--- src/rtl/serial_adder.sv ---
// Bit-serial add/subtract using one full-adder cell and one carry flop, LSB first.
// Latency WIDTH clocks from the accept edge to done; no backpressure, start is ignored while busy.
module serial_adder #(
  parameter int WIDTH = 8
) (
  input  logic             clk,
  input  logic             rst,
  input  logic             start,
  input  logic             sub,
  input  logic [WIDTH-1:0] a,
  input  logic [WIDTH-1:0] b,
  input  logic             cin,
  output logic             busy,
  output logic             done,
  output logic [WIDTH-1:0] sum,
  output logic             cout,
  output logic             ovf
);

  if (WIDTH < 2) begin : g_width_check
    $error("serial_adder: WIDTH must be at least 2");
  end

  localparam int CW = $clog2(WIDTH);
  localparam logic [CW-1:0] LAST = CW'(WIDTH - 1);

  typedef enum logic [1:0] {
    IDLE = 2'd0,
    RUN  = 2'd1,
    DONE = 2'd2
  } state_t;

  state_t           state;
  logic [WIDTH-1:0] opa;
  logic [WIDTH-1:0] opb;
  logic [WIDTH-1:0] acc;
  logic [CW-1:0]    cnt;
  logic             carry;
  logic             s_bit;
  logic             c_next;

  // Operands shift right each RUN cycle, so the adder cell always sees bit 0.
  assign s_bit  = opa[0] ^ opb[0] ^ carry;
  assign c_next = (opa[0] & opb[0]) | (opa[0] & carry) | (opb[0] & carry);

  always_ff @(posedge clk) begin
    if (rst) begin
      state <= IDLE;
      busy  <= 1'b0;
      done  <= 1'b0;
      sum   <= '0;
      cout  <= 1'b0;
      ovf   <= 1'b0;
      cnt   <= '0;
      carry <= 1'b0;
      opa   <= '0;
      opb   <= '0;
      acc   <= '0;
    end else begin
      case (state)
        RUN: begin
          opa   <= opa >> 1;
          opb   <= opb >> 1;
          carry <= c_next;
          acc   <= {s_bit, acc[WIDTH-1:1]};
          if (cnt == LAST) begin
            // carry still holds the carry into the MSB here
            state <= DONE;
            busy  <= 1'b0;
            done  <= 1'b1;
            sum   <= {s_bit, acc[WIDTH-1:1]};
            cout  <= c_next;
            ovf   <= carry ^ c_next;
          end else begin
            cnt <= cnt + CW'(1);
          end
        end
        default: begin
          done <= 1'b0;
          if (start) begin
            state <= RUN;
            busy  <= 1'b1;
            opa   <= a;
            opb   <= sub ? ~b : b;
            carry <= sub ? 1'b1 : cin;
            cnt   <= '0;
          end else begin
            state <= IDLE;
          end
        end
      endcase
    end
  end

endmodule
--- config.mk ---
export PLATFORM = sky130hd
export DESIGN_NAME = serial_adder
export DESIGN_NICKNAME = d
export VERILOG_FILES = /design/src/rtl/serial_adder.sv
export SDC_FILE = /design/constraint.sdc
export NUM_CORES = 1
export LEC_CHECK = 0
export CELL_PAD_IN_SITES_DETAIL_PLACEMENT = 0
export CELL_PAD_IN_SITES_GLOBAL_PLACEMENT = 2
export CORE_MARGIN = 1.5
export CORE_UTILIZATION = 29
export CTS_BUF_LIST = sky130_fd_sc_hd__clkbuf_2 sky130_fd_sc_hd__clkbuf_4 sky130_fd_sc_hd__clkbuf_8
export DETAILED_ROUTE_END_ITERATION = 10
export HOLD_SLACK_MARGIN = 0.06
export PLACE_DENSITY_LB_ADDON = 0.1
export SLEW_MARGIN = 40
export SYNTH_ARGS = -nofsm -noshare
export SYNTH_HDL_FRONTEND = slang
export SYNTH_SLANG_ARGS = --single-unit
--- constraint.sdc ---
create_clock -name clk -period 1.55 [get_ports clk]
set_clock_uncertainty 0.1 [all_clocks]
set_input_delay 0.2325 -clock clk [delete_from_list [all_inputs] [get_ports clk]]
set_output_delay 0.2325 -clock clk [all_outputs]
set_load 0.05 [all_outputs]
## Word level (Yosys, flattened, before mapping)

Index checks and enable logic that the tools add are counted.

- Register bits: 42
- Latch bits: 0
- Memory bits (writable): 0
- Bits in read-only memories: 0
- Bits of input ports: 21
- Output and inout bits: 12
- Logic and storage cells: 51
- Memories kept: 0

- Add/subtract/negate cells: 1
- Multiply operators: 0
- Divide/modulo/power cells: 0
- $lt $le $gt $ge: 0
- Eq/ne operators: 4
- Shifts and indexed selects: 0
- Multiplexer cells: 17
- Bitwise operators: 10
- Reductions and logical operators: 6

Operator list:

| operator | count |
|---|---|
| two-way mux 7 bit | 4 |
| two-way mux 3 bit | 3 |
| two-way mux 8 bit | 1 |
| NOT 8 bit | 1 |
| two-way mux 1 bit | 7 |
| AND reduction 2 bit | 3 |
| two-way mux 2 bit | 2 |
| != test 2 bit (second input constant) | 2 |
| OR reduction 2 bit | 2 |
| adder 3 x 1 -> 3 bit (second input constant) | 1 |
| AND 1 bit | 3 |
| equality test 3 bit (second input constant) | 1 |
| XOR 1 bit | 3 |
| equality test 2 x 1 -> 1 bit (second input constant) | 1 |
| bitwise OR 1 bit | 2 |
| nonzero test 2 bit | 1 |
| NOT 1 bit | 1 |

## Logic depth before layout (Yosys ltp)

- Word-level depth: 4
- Gate-level depth with buffers: 7
- Depth with buffers taken out: 5

## Least setup slack after synthesis

No wires, ideal clock.

- Kind: register to register
- Start point: register cnt[0]
- End point: register state[0]
- Setup time: 0.080 ns
- Data arrival time: 1.310 ns
- Path slack: 0.060 ns
- Stages on the path, launching flop included: 7
- Buffers on the path: 2
- Clock period less this slack: 1.490 ns
- Cells stage by stage: dfxtp_1 -> ha_1 -> ha_1 -> and3b_1 -> buf_2 -> buf_6 -> a211oi_2

- Word-level cells in the longest chain between the ends: 2

Ends and longest elaborated chain:

| element | line | text |
|---|---|---|
| start: declaration | 37 | `logic [CW-1:0] cnt;` |
| start signal: assignment | 75 | `cnt <= cnt + CW'(1);` |
| equality test 3 bit | 66 | `if (cnt == LAST) begin` |
| != test 2 bit (no source line) | - |  |
| end signal: assignment | 68 | `state <= DONE;` |
| end signal: assignment | 81 | `state <= RUN;` |
| end signal: assignment | 88 | `state <= IDLE;` |
| end: declaration | 33 | `state_t state;` |

No other way between the ends.
A chain may end at the register's enable or synchronous reset.

## Worst setup path after layout

- Start point: register cnt[0]
- End point: register sum[2]

- Word-level cells in the longest chain between the ends: 2

Ends and longest elaborated chain:

| element | line | text |
|---|---|---|
| equality test 3 bit | 66 |  |
| AND reduction 2 bit (no source line) | - |  |
| end signal: assignment | 71 | `sum <= {s_bit, acc[WIDTH-1:1]};` |
| end: declaration | 15 | `output logic [WIDTH-1:0] sum,` |

No other way between the ends.

==> results.yml <==
clocking:
  cts.sinks: 41
  cts_hold_buffers: 0
  h-tree-depth: 2
  cts_setup_buffers: 0
  clock_latency_ns: 0.29
  numCtsBuffers: 5
  clockRootBuffer: "clkbuf_8"
  cts_buffer_depth: 2
  clk_pin_slew_worst_paths_ns: 0.08
  cts_tree: "yes"
timing:
  fin_crit_ns: 1.480
  drv_slew: 0
  min_period_over_period: 0.9545
  hold-worst-slack_ns: 0.3581
  tightest_slew_ns: 0.2908
  maxSlewHeadroom: 0.8037
  finalSetupTns_ns: 0
  finalSetupViolations: 0
  fmax_mhz: 675.9
  rsz0062_at_grt: "false"
  report.final.hold_viol_count: 0
synthesis:
  ys.flop_type: "dfxtp_1"
  synthDistinctLibCells: 31
  synth_seq_cells: 41
  ys_top_cells_by_area: "dfxtp_1 46%, nand2_1 9.0%, a21oi_1 6.7%"
  synthTopCellsByCount: "43 x nand2_1, 41 x dfxtp_1, 24 x a21oi_1, 19 x nor2_1, 9 x xnor2_1"
  syn_inst: 199
  async_reset_ff_frac: 0
  syn_avg_cell_area_um2: 9.016
  synth_area_um2: 1794
  yosys_warnings: 0
  yosysSeqAreaShare: 0.4575
  synth_top_area_cell: "dfxtp_1"
  syn_nets: 223
  yosysMostFrequentCell: "nand2_1"
  synth-edff-count: 0
  yosysTopAreaCellShare: 0.4575
detailed_routing:
  antenna_left: 0
  dr.first_iter.drc_count: 100
  wl_mm: 3.717
  drt-vias-per-instance: 4.640
  wire_per_inst_um: 12.07
  route.detailed.drc: 0
  vias: 1429
  dr.pass1.iters: 4
grt:
  grt.overflow.total: 0
  grt_max_degree: 26
  use_met3: 0.03667
  grt.busiest_layer: "met2"
  grt_pass1_wl_mm: 6.396
  antenna_found_initial: 0
  grt_pass1_vias: 1369
  grt_util_met1: 0.1602
  met2_usage: 0.2074
  globalRouteTotalUtil: 0.1275
layout:
  fin_nets: 256
  antennaDiodeCount: 0
  final_layout_size_suffix_gt1_frac: 0.1888
  fin_util: 0.4170
  syn2layout_area_growth_pct: 38.42
critical_path:
  crit_arrival_ns: 1.60
  crit_path_start_kind: "flop"
  end_kind: "flop"
  critical_path.max_stage_delay_ns: 0.34
  slowest_stage: "dfxtp_2"
  crit_required_ns: 1.67
  reg2reg_slack_ns: 0.07
  crit_type: "flop to flop"
  r2r_cells: 6
  cp_cell_sequence: "ha_1 -> ha_4 -> nand3b_1 -> buf_6 -> nand2_1 -> a21oi_1"
  worstPathMaxFanout: 9
worst_hold_path:
  holdCritPathClass: "flop to flop"
  hold-path-cell-count: 2
placed_design:
  portBuffers: 32
  place.gp.congestion: 0.6870
  hpwl_mm: 2.679
power_and_ir_drop:
  ir_drop_v: 0.0003867
  powerDensity_nw_per_um2: 938.1
  leakage_nw: 0.9091
floorplanning:
  dieArea_um2: 6668
  die_h_um: 81.66
  rows: 28
  io_pins: 33
  start_util: 0.3013
  core_um2: 5956
  die_x_um: 81.66
flow_run:
  cap_violations: 0
status:
  status: "complete, no violations"
==> layer usage <==
layer  vias up  part of all wire  wire (µm)
met5         -                 0          0
met4         0             0.011         41
met3         5             0.038        141
met2        27              0.47       1758
met1       657              0.48       1775
li1        740                 -          -
==> layout make-up <==
| class | count | area, µm² |
|---|---|---|
| clock buffers | 7 | 90.09 |
| clock inverters | 1 | 30.03 |
| fillers | 610 | 3472 |
| inverters | 1 | 3.754 |
| multi-input cells | 140 | 867.1 |
| flip-flops and latches | 41 | 822.0 |
| well taps | 75 | 93.84 |
| repair buffers | 43 | 576.8 |
==> cell families after synthesis <==
group                      share of synthesized area
DFF                                           0.4575
xor gates and xnor gates                     0.04394
adders and majority gates                    0.02510
AOI/OAI and AO/OA                             0.1981
buffers and inverters                        0.06694
and+or+nand+nor                               0.1639
muxes                                        0.04463
==> path summary, 6_finish.rpt <==
path              endpoint    from
setup / recovery    sum[2]  cnt[0]
setup reg to reg    sum[2]  cnt[0]
hold reg to reg     sum[0]  acc[1]
hold / removal      sum[0]  acc[1]
==> state kept, by name, indices dropped and copies added, names as in the netlist <==
| signal | count |
|---|---|
| opa | 8 |
| opb | 8 |
| sum | 8 |
| acc | 7 |
| cnt | 3 |
| state | 2 |
| busy | 1 |
| carry | 1 |
| cout | 1 |
| done | 1 |
| ovf | 1 |
==> worst max-delay path: cells and delay by family, from the launching register on <==
family	cells	cell delay [ns]
AND/OR/NAND/NOR	2	0.24
adder cells (fa/ha/maj)	2	0.41
buffers and inverters	1	0.17
flip-flops	1	0.34
AO/OA/AOI/OAI	1	0.15
==> report_power, final <==
part           internal (mW)  switching (mW)  leakage, nW  total (mW)
clock network          0.542           0.353       0.0619       0.895
registers               1.10          0.0306        0.335        1.13
logic                  0.163           0.141        0.512       0.304
total                   1.81           0.525        0.909        2.33
==> stage by stage <==
| step | setup WS (ns) | instance area, µm² | instances | power (mW) |
|---|---|---|---|---|
| floorplan | 0.06037 | 1794 | 199 | 1.349 |
| global placement | -0.01848 | 2345 | 300 | 1.458 |
| detailed placement | -0.06466 | 2345 | 300 | 1.463 |
| CTS | 0.002853 | 2467 | 308 | 2.378 |
| global route | 0.01527 | 2484 | 308 | 2.457 |
| finish | 0.07046 | 2484 | 308 | 2.330 |
==> placed cells by master (no fill, tap or decap) <==
cell	n
nand3b_1	1
clkbuf_8	6
a31oi_1	1
a22oi_1	1
nor2b_1	1
buf_6	1
a21oi_1	24
a2111oi_2	1
clkbuf_4	1
o311ai_0	1
fa_1	1
buf_12	16
ha_1	1
a32oi_1	2
and3b_2	1
nor4b_1	1
a211o_1	7
nor3_1	2
or2_2	1
dfxtp_2	1
bufinv_16	1
nand2_1	43
a211oi_1	4
nor3b_1	1
a211oi_2	5
a21oi_2	3
nor2_1	19
xnor2_1	9
mux2i_1	8
buf_4	6
dfxtp_1	40
nand2b_1	1
ha_4	1
clkdlybuf4s50_1	20
inv_1	1
==> repair_timing <==
action | 4_1_cts | 5_1_grt
gates resized for setup | 1 | 4
setup endpoints to repair | 8 | 12
gates cloned | 0 | 0
Power figures use the tool's default switching activity.
